===== config.mk =====
export PLATFORM = sky130hd
export DESIGN_NAME = mem_write_buffer
export DESIGN_NICKNAME = d
export VERILOG_FILES = /design/src/rtl/mem_write_buffer.sv
export SDC_FILE = /design/constraint.sdc
export NUM_CORES = 1
export LEC_CHECK = 0
export ABC_AREA = 1
export ABC_CLOCK_PERIOD_IN_PS = 9100
export BUFFER_PORTS_ARGS = -buffer_cell sky130_fd_sc_hd__buf_2
export CORE_MARGIN = 2
export CORE_UTILIZATION = 45
export DETAILED_ROUTE_END_ITERATION = 10
export GPL_ROUTABILITY_DRIVEN = 0
export PLACE_DENSITY_LB_ADDON = 0.05
export SYNTH_ARGS = -nofsm -noshare
export SYNTH_HDL_FRONTEND = slang
export SYNTH_SLANG_ARGS = --single-unit

===== constraint.sdc =====
create_clock -name clk_i -period 9.1 [get_ports clk_i]
set_clock_uncertainty 0.2 [all_clocks]
set_input_delay 2.275 -clock clk_i [delete_from_list [all_inputs] [get_ports clk_i]]
set_output_delay 2.275 -clock clk_i [all_outputs]
set_load 0.005 [all_outputs]

===== src/rtl/mem_write_buffer.sv =====
// Posted-write buffer between the BIU master port and the memory bus switch.
// Optional macro WBUF_RAW_FORWARD_EN enables read forwarding from full-word FIFO entries.
module mem_write_buffer #(
    parameter int DEPTH_LOG2 = 2
) (
    input  logic        clk_i,
    input  logic        rst_i,
    input  logic        s_stb_i,
    input  logic        s_we_i,
    input  logic [31:0] s_adr_i,
    input  logic [31:0] s_dat_i,
    input  logic [3:0]  s_sel_i,
    output logic [31:0] s_dat_o,
    output logic        s_ack_o,
    output logic        m_stb_o,
    output logic        m_we_o,
    output logic [31:0] m_adr_o,
    output logic [31:0] m_dat_o,
    output logic [3:0]  m_sel_o,
    input  logic [31:0] m_dat_i,
    input  logic        m_ack_i,
    output logic        empty_o
);

    localparam int N  = 1 << DEPTH_LOG2;
    localparam int CW = DEPTH_LOG2 + 1;
    localparam logic [CW-1:0] FULL = CW'(N);

    typedef enum logic [1:0] {
        S_IDLE = 2'd0,
        S_WR   = 2'd1,
        S_RD   = 2'd2
    } state_t;

    state_t r_state;
    state_t w_state_nxt;

    logic [31:0]           r_fifo_adr [N];
    logic [31:0]           r_fifo_dat [N];
    logic [3:0]            r_fifo_sel [N];
    logic [DEPTH_LOG2-1:0] r_wptr;
    logic [DEPTH_LOG2-1:0] r_rptr;
    logic [CW-1:0]         r_count;

    logic        r_rd_pend;
    logic [31:0] r_rd_adr;
    logic [3:0]  r_rd_sel;
    logic [31:0] r_m_adr;
    logic [31:0] r_m_dat;
    logic [3:0]  r_m_sel;
    logic        r_s_ack;
    logic [31:0] r_s_dat;
    logic        r_empty;

    logic        w_new_req;
    logic        w_full;
    logic        w_push;
    logic        w_pop;
    logic        w_rd_done;
    logic        w_rd_req;
    logic        w_fwd_hit;
    logic [31:0] w_fwd_dat;

    // The cycle carrying s_ack_o still shows the acknowledged strobe.
    assign w_new_req = s_stb_i & ~r_s_ack & ~r_rd_pend;
    assign w_full    = (r_count == FULL);
    assign w_push    = w_new_req & s_we_i & ~w_full;
    assign w_pop     = (r_state == S_WR) & m_ack_i;
    assign w_rd_done = (r_state == S_RD) & m_ack_i;
    assign w_rd_req  = w_new_req & ~s_we_i & ~w_fwd_hit;

`ifdef WBUF_RAW_FORWARD_EN
    logic        w_fwd_match;
    logic [3:0]  w_fwd_sel;

    // Scan oldest to newest so the newest matching entry wins.
    always_comb begin
        w_fwd_match = 1'b0;
        w_fwd_dat   = '0;
        w_fwd_sel   = '0;
        for (int i = 0; i < N; i++) begin
            if ((CW'(i) < r_count) &&
                (r_fifo_adr[r_rptr + DEPTH_LOG2'(i)][31:2] == s_adr_i[31:2])) begin
                w_fwd_match = 1'b1;
                w_fwd_dat   = r_fifo_dat[r_rptr + DEPTH_LOG2'(i)];
                w_fwd_sel   = r_fifo_sel[r_rptr + DEPTH_LOG2'(i)];
            end
        end
    end

    assign w_fwd_hit = w_new_req & ~s_we_i & w_fwd_match & (w_fwd_sel == 4'hF);
`else
    assign w_fwd_hit = 1'b0;
    assign w_fwd_dat = '0;
`endif

    always_ff @(posedge clk_i) begin
        if (!rst_i) begin
            r_state <= S_IDLE;
        end else begin
            r_state <= w_state_nxt;
        end
    end

    always_comb begin
        w_state_nxt = r_state;
        unique case (r_state)
            S_IDLE: begin
                if (r_count != '0) begin
                    w_state_nxt = S_WR;
                end else if (r_rd_pend) begin
                    w_state_nxt = S_RD;
                end
            end
            S_WR: begin
                if (m_ack_i) begin
                    w_state_nxt = S_IDLE;
                end
            end
            S_RD: begin
                if (m_ack_i) begin
                    w_state_nxt = S_IDLE;
                end
            end
            default: w_state_nxt = S_IDLE;
        endcase
    end

    always_comb begin
        m_stb_o = (r_state != S_IDLE);
        m_we_o  = (r_state == S_WR);
    end

    assign m_adr_o = r_m_adr;
    assign m_dat_o = r_m_dat;
    assign m_sel_o = r_m_sel;
    assign s_ack_o = r_s_ack;
    assign s_dat_o = r_s_dat;
    assign empty_o = r_empty;

    always_ff @(posedge clk_i) begin
        if (w_push) begin
            r_fifo_adr[r_wptr] <= s_adr_i;
            r_fifo_dat[r_wptr] <= s_dat_i;
            r_fifo_sel[r_wptr] <= s_sel_i;
        end
    end

    always_ff @(posedge clk_i) begin
        if (!rst_i) begin
            r_wptr  <= '0;
            r_rptr  <= '0;
            r_count <= '0;
        end else begin
            if (w_push) begin
                r_wptr <= r_wptr + 1'b1;
            end
            if (w_pop) begin
                r_rptr <= r_rptr + 1'b1;
            end
            if (w_push && !w_pop) begin
                r_count <= r_count + 1'b1;
            end else if (w_pop && !w_push) begin
                r_count <= r_count - 1'b1;
            end
        end
    end

    always_ff @(posedge clk_i) begin
        if (!rst_i) begin
            r_rd_pend <= 1'b0;
            r_rd_adr  <= '0;
            r_rd_sel  <= '0;
        end else if (w_rd_req) begin
            r_rd_pend <= 1'b1;
            r_rd_adr  <= s_adr_i;
            r_rd_sel  <= s_sel_i;
        end else if (w_rd_done) begin
            r_rd_pend <= 1'b0;
        end
    end

    // Bus fields load only when leaving IDLE, so they hold for the whole strobe.
    always_ff @(posedge clk_i) begin
        if (!rst_i) begin
            r_m_adr <= '0;
            r_m_dat <= '0;
            r_m_sel <= '0;
        end else if (r_state == S_IDLE) begin
            if (r_count != '0) begin
                r_m_adr <= r_fifo_adr[r_rptr];
                r_m_dat <= r_fifo_dat[r_rptr];
                r_m_sel <= r_fifo_sel[r_rptr];
            end else if (r_rd_pend) begin
                r_m_adr <= r_rd_adr;
                r_m_sel <= r_rd_sel;
            end
        end
    end

    always_ff @(posedge clk_i) begin
        if (!rst_i) begin
            r_s_ack <= 1'b0;
            r_s_dat <= '0;
            r_empty <= 1'b1;
        end else begin
            r_s_ack <= w_push | w_rd_done | w_fwd_hit;
            if (w_rd_done) begin
                r_s_dat <= m_dat_i;
            end else if (w_fwd_hit) begin
                r_s_dat <= w_fwd_dat;
            end
            r_empty <= (r_count == '0) && (r_state == S_IDLE);
        end
    end

endmodule


Word level (Yosys, flattened, before mapping)

Memory sizes are Yosys's and may differ from the RTL's. A register that Yosys moved wholly into a read port is not among the register bits.
Index checks and enable logic that the tools add are counted.

Muxes and demuxes: 18
Bitwise logic cells: 12
Reductions and logical operators: 17
Add/sub/neg operators: 4
Equality and inequality tests: 5

Operators by type and width:

| kind                | count |
|---|---|
| $mux 32             | 2 |
| $mux 2              | 7 |
| $mux 4              | 2 |
| $reduce_bool 2->1   | 4 |
| $and 1x1->1         | 7 |
| $mux 3              | 2 |
| $reduce_and 2->1    | 3 |
| $add 2x1->2 const B | 2 |
| $mux 1              | 4 |
| $not 1->1           | 4 |
| $pmux 2 s2          | 1 |
| $add 3x1->3 const B | 1 |
| $eq 3x3->1 const B  | 1 |
| $logic_and 1x1->1   | 3 |
| $logic_not 1->1     | 3 |
| $logic_not 3->1     | 1 |
| $ne 3x3->1 const B  | 1 |
| $reduce_bool 3->1   | 1 |
| $sub 3x1->3 const B | 1 |
| $eq 2x1->1 const B  | 1 |
| $eq 2x2->1 const B  | 1 |
| $logic_not 2->1     | 1 |
| $ne 2x1->1 const B  | 1 |
| $reduce_or 2->1     | 1 |
| $or 1x1->1          | 1 |

Bits of input ports: 105
Logic and storage cells: 71
Memories: 3
RAM bits: 272
Bits in registers: 116
Output and inout bits: 104

Memory list:

| memory     | words | width | read ports | clocked after memory_dff | write ports | line | text |
|---|---|---|---|---|---|---|---|
| r_fifo_adr | 4     | 32    | 1          | 1                        | 1           | 38   | `logic [31:0] r_fifo_adr [N];` |
| r_fifo_dat | 4     | 32    | 1          | 1                        | 1           | 39   | `logic [31:0] r_fifo_dat [N];` |
| r_fifo_sel | 4     | 4     | 1          | 1                        | 1           | 40   | `logic [3:0] r_fifo_sel [N];` |

Longest topological paths before layout

Depth after elaboration: 9
Depth in mapped cells: 11

Worst setup path after synthesis

Ideal clock, no wire load.

Kind: input-to-reg
From: in s_stb_i
To: mem r_fifo_adr[0][0] (enable)
Cell stages on the path: 3
Slack: 2.794 ns
Data arrival time: 5.612 ns
Path through: nor3b_1 nand3_1 nor2_1

Word-level cells in the longest chain between the ends: 6

RTL lines:

| element                      | line | text |
|---|---|---|
| start: declaration           | 8    | `input logic s_stb_i,` |
| $and 1x1->1 (2 in a row)     | 65   | `assign w_new_req = s_stb_i & ~r_s_ack & ~r_rd_pend;` |
| $and 1x1->1 (2 in a row)     | 67   | `assign w_push = w_new_req & s_we_i & ~w_full;` |
| $mux 1                       | 142  | `if (w_push) begin` |
| $mux 1 (implied by the code) | 143  | `r_fifo_adr[r_wptr] <= s_adr_i;` |
| end: declaration             | 38   |  |

Every way passes these cells.

Worst setup path in the final report

From: in s_stb_i
To: mem r_fifo_dat[0][21] (enable)

Word-level cells in the longest chain between the ends: 6

RTL lines:

| element                      | line | text |
|---|---|---|
| $and 1x1->1 (2 in a row)     | 65   |  |
| $and 1x1->1 (2 in a row)     | 67   |  |
| $mux 1                       | 142  |  |
| $mux 1 (implied by the code) | 144  | `r_fifo_dat[r_wptr] <= s_dat_i;` |
| end: declaration             | 39   |  |

Every way passes these cells.

==> summary.txt <==
Power and ir drop
  – Switching portion of total power: 31.3%
  – Max VDD drop: 0.172 mV
  – Power share of the clock group: 33.6%
  – Total power: 5520 uW
  – Seq pwr share: 41.8%
  – Pwr dens: 281 nW/um2
  – Leakage: 0.00811 uW
  – Int Pwr: 3790 uW
  – NetSw: 1730 uW
  – Combinational group share of total power: 24.6%

Critical path
  – Arrival time at the worst endpoint: 4.69 ns
  – Delay-heaviest family, CP: simple AND/OR/NAND/NOR gates
  – Crit path max fanout: 38
  – Critical Path Sink Type: flop
  – CP bufs+invs: 2
  – Cell breakdown of the critical path: buf_2 > nor3b_1 > nand3_1 > nor2_4 > buf_4
  – CP Data Required Time: 9.09 ns
  – CP startpoint kind: input port
  – CP peak stage delay: 0.96 ns
  – Worst Path Class, Setup: input port to flop
  – Slowest stage cell on the critical path: nor2_4

Cells and area
  – Leading cell type in the layout, fill and taps excluded: nor2_1
  – Area occupied by registers: 11200 um2
  – Fillers: 3304
  – Layout net count: 2032
  – Area of the multi-input gates: 4680 um2
  – Commonest cells after routing, fill and taps aside: nor2_1, nand2_1, edfxtp_1
  – Final instance area: 19600 um2
  – Share of cells above drive strength 1: 15.8%
  – Area delta synth->final: 17.2%

Placed design
  – I/O Buffers: 208
  – Setup WS pre-CTS: 3.73 ns
  – Area after DPL: 18100 um2
  – Post-DP HPWL: 22.6 mm

Hold path
  – Hold Crit Class: flop to flop

Die
  – Die H: 197 um
  – Initial core utilization: 45.8%
  – Chip width: 197 um
  – Total core area: 36600 um2
  – Die area: 38800 um2
  – Number of I/O pins: 209
  – Site Rows: 70

Yosys
  – Synthesis Warnings: 0
  – Post-Syn Nets: 1858
  – Register area share after synthesis: 66.7%
  – Post-Synthesis Cells: 1744
  – Mapped Area: 16800 um2
  – Number of synthesized flops with an enable pin: 272
  – Async SR Flop Fraction: 0%
  – Cell variety after synth: 26
  – Proportion of netlist area held by the largest area contributor: 48.7%
  – Synth area leader: edfxtp_1
  – Synthesized flop and latch total: 422
  – Most used DFF post-synth: edfxtp_1
  – Ranking of synthesized cells by area: edfxtp_1, dfxtp_1, nor2_1, nand2_1, o21ai_0
  – Syn_area_per_cell: 9.61 um2

Clock network
  – Cts hold-fix bufs: 0
  – CTS tree: built
  – Setup Buffers After CTS: 0
  – Clock Tree Buf Depth: 3
  – Root Buffer: clkbuf_16
  – Skew-Pair Late Insertion Delay: 0.56 ns
  – Post_cts resized: 0
  – CTS HTree Levels: 2
  – Clk sinks: 422
  – Clk slew on worst S/H paths: 0.06 ns
  – CTS Buf Count: 46

Status
  – Status: finished clean

Timing
  – Final worst path period share: 51.6%
  – Min Tclk post-route: 4.70 ns
  – Final setup violation count: 0
  – Final WS setup: 4.40 ns
  – Final Hold Fails: 0
  – Relative slew slack: 26.4%
  – Setup TNS Final: 0 ns
  – Unrepaired setup endpoints after global routing: no
  – Slew @ Worst Pin: 1.10 ns
  – Max Freq: 0.213 GHz
  – Max Slew Vio Count: 0

Route
  – WL/cell: 16.2 um
  – 1st-iter DRT viols: 608
  – Drt via density: 4.84
  – Via Count: 11800
  – DRT Pass-1 Iters: 5
  – DRC viols: 0
  – Total routed wirelength: 39.2 mm
  – Antenna Nets Post-Route: 0

Run
  – Max_cap viols: 0

Global route
  – Grt ovf: 0
  – Antenna violations before repair: 6
  – Vias in the first global route: 11400
  – Global-route wire length before repair: 61.9 mm
  – All-Layer GR Usage: 20.5%
  – Largest net degree at the start of global routing: 109
## synthesized netlist by cell type (2+ instances only)
| cell | number |
|---|---|
| nor2_1 | 448 |
| nand2_1 | 299 |
| edfxtp_1 | 272 |
| dfxtp_1 | 150 |
| o21ai_0 | 146 |
| inv_1 | 123 |
| nand3_1 | 113 |
| a21oi_1 | 46 |
| buf_2 | 44 |
| clkbuf_1 | 37 |
| o21ai_1 | 21 |
| buf_1 | 13 |
| ha_1 | 8 |
| buf_4 | 6 |
| inv_2 | 4 |
| clkinv_1 | 2 |
| nand4_1 | 2 |
| nor3b_1 | 2 |
## path summary, 6_finish.rpt
| check | from | endpoint | slack (ns) | cells past startpoint |
|---|---|---|---|---|
| setup / recovery | s_stb_i | r_fifo_dat[0][21] | 4.40 | 5 |
| hold / removal | r_rd_adr[24] | r_rd_adr[24] | 0.24 | 2 |
| setup reg to reg | r_count[2] | m_adr_o[27] | 5.76 | 7 |
| hold reg to reg | r_rd_adr[24] | r_rd_adr[24] | 0.24 | 2 |
## power groups by stage
stage,Combinational (uW),Sequential (uW),Clock (uW)
2_1_floorplan,920,2360,0
3_3_place_gp,1360,2340,0
3_5_place_dp,1380,2350,0
4_1_cts,1390,2310,1900
5_1_grt,1560,2330,1970
6_report,1360,2310,1850
## metrics by stage
step / utilization, % / cells / hold slack (ns)
CTS: 53.6 / 2423 / 0.245
global route: 53.6 / 2424 / 0.262
floorplan: - / 1744 / 0.224
detailed placement: 49.5 / 2338 / 0.236
finish: 53.6 / 2426 / 0.244
global placement: 49.5 / 2338 / 0.232
## tightest hold or removal path, cell delays in order (launching register included)
cell and delay [ns]:
dfxtp_1 0.31, inv_1 0.04, a21oi_1 0.05
## logic make-up (layout without fill, tap and decap cells)
kind of cell    after synthesis  after routing  synth area share (%)
simple gates                869            869                  20.6
xor+xnor                      1              1                0.0523
compound gates              214            214                  6.41
fa+ha+maj                     9              9                 0.717
buf+inv                     229            440                  5.59
other cells                   0              3                     0
flops                       422            422                  66.7
## state kept, by name (all words and copies together) (netlist names), named ones only
signal,count
r_fifo_adr,128
r_fifo_dat,128
m_adr_o,32
m_dat_o,32
r_rd_adr,32
s_dat_o,32
r_fifo_sel,16
m_sel_o,4
r_rd_sel,4
r_count,3
r_rptr,2
r_state,2
r_wptr,2
empty_o,1
r_rd_pend,1
s_ack_o,1
## area by class of cell
| class | instances | area share [%] |
|---|---|---|
| Sequential cell | 422 | 56.9 |
| Multi-Input combinational cell | 1093 | 23.8 |
| Clock buffer | 72 | 6.99 |
| Timing Repair Buffer | 226 | 6.00 |
| Tap cell | 468 | 2.98 |
| Inverter | 129 | 2.47 |
| Clock inverter | 13 | 0.746 |
| Antenna cell | 3 | 0.0382 |
## routing by layer
metal	up-vias	track usage (%)	wire length, um
li1	6039	-	-
met1	5445	25.7	17600
met2	200	35.6	19000
met3	62	4.04	1810
met4	6	6.57	809
met5	-	0	34
(Power assumes the default switching activity.)
